`config.mk`:
```
export PLATFORM = sky130hd
export DESIGN_NAME = relprime_sequencer
export DESIGN_NICKNAME = d
export VERILOG_FILES = /design/src/rtl/relprime_sequencer.sv
export SDC_FILE = /design/constraint.sdc
export NUM_CORES = 1
export LEC_CHECK = 0
export CAP_MARGIN = 5
export CORE_MARGIN = 3
export CORE_UTILIZATION = 35
export DETAILED_ROUTE_END_ITERATION = 10
export DONT_BUFFER_PORTS = 1
export PLACE_DENSITY = 0.52
export SYNTH_ARGS = -nofsm -noshare
export SYNTH_HDL_FRONTEND = slang
export SYNTH_SLANG_ARGS = --single-unit
```
`constraint.sdc`:
```
create_clock -name CLK -period 4.35 [get_ports CLK]
set_clock_uncertainty 0.15 [all_clocks]
set_input_delay 0.87 -clock CLK [delete_from_list [all_inputs] [get_ports CLK]]
set_output_delay 0.87 -clock CLK [all_outputs]
set_load 0.02 [all_outputs]
```
`src/rtl/relprime_sequencer.sv`:
```
// Sequential relprime controller: finds the smallest m >= 2 with gcd(n, m) == 1
// by repeated-subtraction GCD, behind a start/done request handshake.
module relprime_sequencer #(
   parameter int WIDTH = 16
) (
   input  logic             CLK,
   input  logic             RST,
   input  logic             start,
   input  logic [WIDTH-1:0] n,
   output logic             busy,
   output logic             done,
   output logic             error,
   output logic [WIDTH-1:0] result
);

   localparam logic [WIDTH-1:0] ZERO  = {WIDTH{1'b0}};
   localparam logic [WIDTH-1:0] ONE   = {{(WIDTH-1){1'b0}}, 1'b1};
   localparam logic [WIDTH-1:0] TWO   = {{(WIDTH-2){1'b0}}, 2'b10};
   localparam logic [WIDTH-1:0] MAX_M = {WIDTH{1'b1}};

   typedef enum logic [2:0] {
      IDLE = 3'd0,
      LOAD = 3'd1,
      STEP = 3'd2,
      DONE = 3'd3,
      ERR  = 3'd4
   } state_t;

   state_t           state_r, state_s;
   logic [WIDTH-1:0] n_reg_r, n_reg_s;
   logic [WIDTH-1:0] m_r, m_s;
   logic [WIDTH-1:0] a0_r, a0_s;
   logic [WIDTH-1:0] a1_r, a1_s;
   logic [WIDTH-1:0] result_s;
   logic             busy_s, done_s, error_s;

   // Next-state and datapath decode; DONE/ERR accept a new request like IDLE
   // so that a start raised in the done cycle is not lost.
   always_comb begin
      state_s  = state_r;
      n_reg_s  = n_reg_r;
      m_s      = m_r;
      a0_s     = a0_r;
      a1_s     = a1_r;
      result_s = result;

      case (state_r)
         IDLE, DONE, ERR: begin
            if (start) begin
               n_reg_s = n;
               m_s     = TWO;
               if (n == ZERO) begin
                  state_s  = ERR;
                  result_s = ZERO;
               end else begin
                  state_s = LOAD;
               end
            end else begin
               state_s = IDLE;
            end
         end

         LOAD: begin
            a0_s    = n_reg_r;
            a1_s    = m_r;
            state_s = STEP;
         end

         STEP: begin
            if (a0_r > a1_r) begin
               a0_s = a0_r - a1_r;
            end else if (a0_r < a1_r) begin
               a1_s = a1_r - a0_r;
            end else if (a0_r == ONE) begin
               result_s = m_r;
               state_s  = DONE;
            end else if (m_r == MAX_M) begin
               // Candidate space exhausted; cannot happen for n > 0.
               result_s = ZERO;
               state_s  = ERR;
            end else begin
               m_s     = m_r + ONE;
               state_s = LOAD;
            end
         end

         default: begin
            state_s = IDLE;
         end
      endcase

      busy_s  = (state_s == LOAD) || (state_s == STEP);
      done_s  = (state_s == DONE) || (state_s == ERR);
      error_s = (state_s == ERR);
   end

   // State, datapath and registered outputs.
   always_ff @(posedge CLK or posedge RST) begin
      if (RST) begin
         state_r <= IDLE;
         n_reg_r <= ZERO;
         m_r     <= ZERO;
         a0_r    <= ZERO;
         a1_r    <= ZERO;
         result  <= ZERO;
         busy    <= 1'b0;
         done    <= 1'b0;
         error   <= 1'b0;
      end else begin
         state_r <= state_s;
         n_reg_r <= n_reg_s;
         m_r     <= m_s;
         a0_r    <= a0_s;
         a1_r    <= a1_s;
         result  <= result_s;
         busy    <= busy_s;
         done    <= done_s;
         error   <= error_s;
      end
   end

endmodule
```
### Word level (Yosys, flattened, before mapping)

Cells that the tools add are included.

* magnitude comparators: 2
* reductions and logical operators: 12
* $add $sub $neg: 3
* equal/unequal tests: 19
* mux-type cells: 25

Operators by type and width (count)
* $mux W16: 14
* $pmux W16 S2: 4
* $sub A16 B16 Y16: 2
* $mux W3: 6
* $add A16 B1 Y16 const B: 1
* $eq A16 B1 Y1 const B: 1
* $eq A16 B16 Y1 const B: 1
* $gt A16 B16 Y1: 1
* $logic_not A16 Y1: 1
* $lt A16 B16 Y1: 1
* $ne A2 B2 Y1 const B: 8
* $eq A3 B2 Y1 const B: 4
* $reduce_and A6 Y1: 2
* $pmux W3 S3: 1
* $eq A3 B1 Y1 const B: 2
* $eq A3 B3 Y1 const B: 2
* $reduce_and A2 Y1: 2
* $reduce_bool A2 Y1: 2
* $logic_not A3 Y1: 1
* $ne A3 B3 Y1 const B: 1
* $reduce_and A3 Y1: 1
* $reduce_or A3 Y1: 1
* $logic_or A1 B1 Y1: 2

* word-level logic and storage cells: 70
* output and inout port bits: 19
* register bits after elaboration: 86
* input bits: 19

### Logic depth before layout (Yosys ltp)

* depth after elaboration: 8
* depth in mapped cells: 13
* gate-level depth less buffers: 10

### Least setup slack after synthesis

Ideal clock, no wire load.

* path type: reg-to-reg
* start: reg a0_r[0]
* end: reg m_r[15]
* path buffers: 0
* cell stages (with the launch flop): 11
* required time: 4.122 ns
* period minus slack after synthesis: 2.942 ns
* slack: 1.408 ns
* setup time: 0.078 ns
* data arrival time: 2.714 ns
* path through: dfrtp_1 > inv_1 > ha_1 > fa_1 > nand2b_2 > a211o_1 > a21o_1 > a31o_1 > nand4b_4 > or4_1 > a21oi_1

* longest elaborated chain between the ends: 3
* elaborated cells between the ends (all ways): 7
* those cells by class: 2 x order compare; 4 x eq/ne; 1 x reduce/logical

RTL lines
* from (decl): line 32 `logic [WIDTH-1:0] a0_r, a0_s;`
* from (signal assigned): line 113 `a0_r <= a0_s;`
* $lt A16 B16 Y1 (tied with other cells): line 72 `end else if (a0_r < a1_r) begin`
* $ne A2 B2 Y1 (no source line)
* $reduce_and A6 Y1 (no source line) (*)
* to (signal assigned): line 112 `m_r <= m_s;`
* to (decl): line 31 `logic [WIDTH-1:0] m_r, m_s;`

Every way passes the cells marked *; elsewhere a longest branch is shown, timed or not.
A chain may end at the register's enable or synchronous reset.

### Final worst setup path

Same ends and word-level chain as after synthesis.

==> results.yml <==
yosys:
  yosys_most_used_dff: "dfrtp_1"
  yosysMostFrequentCell: "nand2_1"
  syn_inst: 693
  synth-edff-count: 0
  synth_top_area_share_pct: 37.74
  async_flop_share_pct: 100.0
  syn_nets: 746
  syn_avg_cell_area_um2: 8.228
  synthTopCellsByArea: "dfrtp_1 38%, nand2_1 7.4%, ha_1 7.0%, o21ai_0 5.3%, inv_1 3.8%"
  yosys.area.top_type: "dfrtp_1"
  synth_commonest_cells: "112 x nand2_1, 86 x dfrtp_1, 60 x o21ai_0"
  yosys_warnings: 0
  yosysSeqAreaShare_pct: 37.74
  ys_seq_elements: 86
  synth_area_um2: 5702
  synthDistinctLibCells: 68
cells_and_area:
  fill_cells: 1716
  multi_input_area_um2: 3154
  seq_area_um2: 2152
  nNetsFinal: 731
  drive_above_1_share_pct: 7.185
  insertedDiodeCount: 0
  design_area_um2: 6165
  syn_to_final_growth_pct: 8.119
  finalNonFillerCells: 898
status:
  status: "complete, no violations"
critical_path:
  worst-setup-path-type: "flip-flop to flip-flop"
  worst_r2r_path_depth: 10
  worst-path-buf-inv: 1
  crit_chain: "inv_1, ha_1, fa_1, nand2b_2, a211o_1, a21o_1, a31o_1, nand4b_4, or4_1, a21oi_1"
  reg2reg_slack_ns: 1.02
  cp.depth: 10
  required_ns: 4.48
  crit_path_end_kind: "flip-flop"
  crit_arrival_ns: 3.46
  cp_max_fo: 10
  max_stage_delay_ns: 0.50
  r2r-start: "a0_r[0]"
  timing.rr.end: "m_r[15]"
  crit_family: "compound AO/OA/AOI/OAI gates"
  slowest_stage: "or4_1"
  startpoint_type: "flip-flop"
placed_design:
  gp_congestion: 0.9555
  dp_cells: 883
  place_area_um2: 5882
  dp_slack_ns: 1.065
  io_buffers: 0
  hpwl_um: 12070
sta:
  max_slew_margin_pct: 49.81
  tns_ns: 0
  setup_viol: 0
  rsz0062_at_grt: "false"
  fin_crit_sh_pct: 76.64
  holdWs_ns: 0.3104
  drv_slew: 0
  layout_setup_ws_ns: 1.016
  max_freq_ghz: 0.3000
  finalCriticalPeriod_ns: 3.334
  report.final.hold_viol_count: 0
  tightest_slew_ns: 0.7459
power:
  intPower_mw: 2.632
  switching_share_pct: 49.20
  p_seq_share_pct: 23.8
  p_sw_mw: 2.549
  combPwrFrac_pct: 61.5
  p_per_area_nw_per_um2: 840.4
  ir_drop_uv: 273.6
  p_leak_nw: 2.706
  pwr-share-clk_pct: 14.7
clock_tree:
  cts.sinks: 86
  cts.path.max_buffers: 2
  cts_tree: "built"
  clkSlewWorstSetupHoldPaths_ns: 0.07
  insertion_delay_ns: 0.35
  ctsHtreeMaxLevel: 3
  root_buffer: "clkbuf_16"
  cts_made_buffers: 9
  cts_setup_buffers: 0
  cts-hold-fix-buffers: 0
  post_cts_resized: 0
global_routing:
  grt_pass1_wl_um: 26120
  grt_pass1_vias: 4722
  grt_overflow_total: 0
  antenna_found_initial: 0
  grt_max_degree: 49
  grt_usage_pct: 18.59
route:
  ant_nets: 0
  wl_um: 16140
  avgRoutedWirePerCell_um: 17.98
  firstDrtPassIters: 5
  num_vias: 4833
  vias_per_cell: 5.382
  drt-initial-drc-count: 351
  drcViolationCount: 0
floorplan:
  chipWidth_um: 133.6
  start_util_pct: 35.89
  die_area_um2: 17860
  num_rows: 46
  coreArea_um2: 15890
  dieHeight_um: 133.6
  pin_count: 38
flow_run:
  drv_cap: 0
min_path:
  hold_class: "input pin to asynchronous set/reset pin"
==> cell type report <==
cell class	count	share of cell area, %
clock buffer	10	3.877
sequential	86	34.91
clock inverter	5	0.7104
tap	216	4.384
timing repair buffer	12	1.461
inverter	57	3.491
multi-input combinational	512	51.17
==> power by group through the flow <==
stage	Combinational (mW)	Clock, mW	Sequential [mW]
CTS	3.16	0.779	1.23
detailed placement	3.14	0	1.25
finish	3.19	0.761	1.23
global route	3.55	0.812	1.27
global placement	3.13	0	1.24
floorplan	2.54	0	1.18
==> worst register-to-register path, stage by stage (launching register included) <==
cell and delay [ns]:
dfrtp_1 0.43, inv_1 0.08, ha_1 0.23, fa_1 0.38, nand2b_2 0.21, a211o_1 0.32
a21o_1 0.24, a31o_1 0.31, nand4b_4 0.27, or4_1 0.50, a21oi_1 0.15
==> how the worst max path moves through the flow <==
stage / startpoint / to / slack (ns)
final: a0_r[0] / m_r[15] / 1.02
after global routing: a0_r[0] / m_r[15] / 0.86
after CTS: a0_r[0] / m_r[15] / 1.03
after detailed placement: a0_r[0] / m_r[15] / 1.07
after global placement: a0_r[0] / m_r[15] / 1.09
after floorplan: RST / a0_r[0] / 1.11
==> flip-flops by register name (all words and copies together) (netlist names) <==
name / flops
busy: 1
error: 1
state_r: 3
a1_r: 16
m_r: 16
result: 16
n_reg_r: 16
a0_r: 16
done: 1
==> cell families (layout without fill, tap and decap cells) <==
family / after synthesis / after routing / share of synthesized area [%]
fa+ha+maj: 34 / 34 / 7.724
xor+xnor: 25 / 25 / 3.840
mux: 6 / 6 / 1.119
compound gates: 172 / 172 / 18.30
buf+inv: 95 / 84 / 7.483
flops: 86 / 86 / 37.74
simple gates: 275 / 275 / 23.79
==> cells in the final DEF, fill, tap and decap left out, types with 4 or more instances in the layout <==
master	n
and3_1	4
o211ai_1	7
nor2_1	44
o22ai_1	5
buf_4	12
a31oi_1	17
nand3_1	33
and4_1	4
a211oi_1	5
xnor2_1	9
nor2b_1	7
dfrtp_1	86
a21o_1	6
a21oi_1	37
o21ai_0	59
nor3_1	10
nand2b_1	6
ha_1	32
o21a_1	7
or3_1	13
nand4_1	10
nand2_1	112
nor4_1	10
xor2_1	16
clkbuf_16	9
inv_1	56
==> per-layer routing <==
| metal | vias to the layer above | track usage [%] | part of all wire, % |
|---|---|---|---|
| li1 | 2372 | - | - |
| met1 | 2311 | 25.19 | 46 |
| met2 | 125 | 28.44 | 45 |
| met3 | 25 | 3.890 | 5.6 |
| met4 | 0 | 8.857 | 3.4 |
| met5 | - | 0 | 0 |
==> metrics by stage <==
step           utilization (%)  power [mW]
2_1_floorplan                -       3.721
3_3_place_gp             37.03       4.367
3_5_place_dp             37.03       4.390
4_1_cts                  38.81       5.177
5_1_grt                  38.81       5.629
6_report                 38.81       5.181
(Power assumes the default switching activity.)
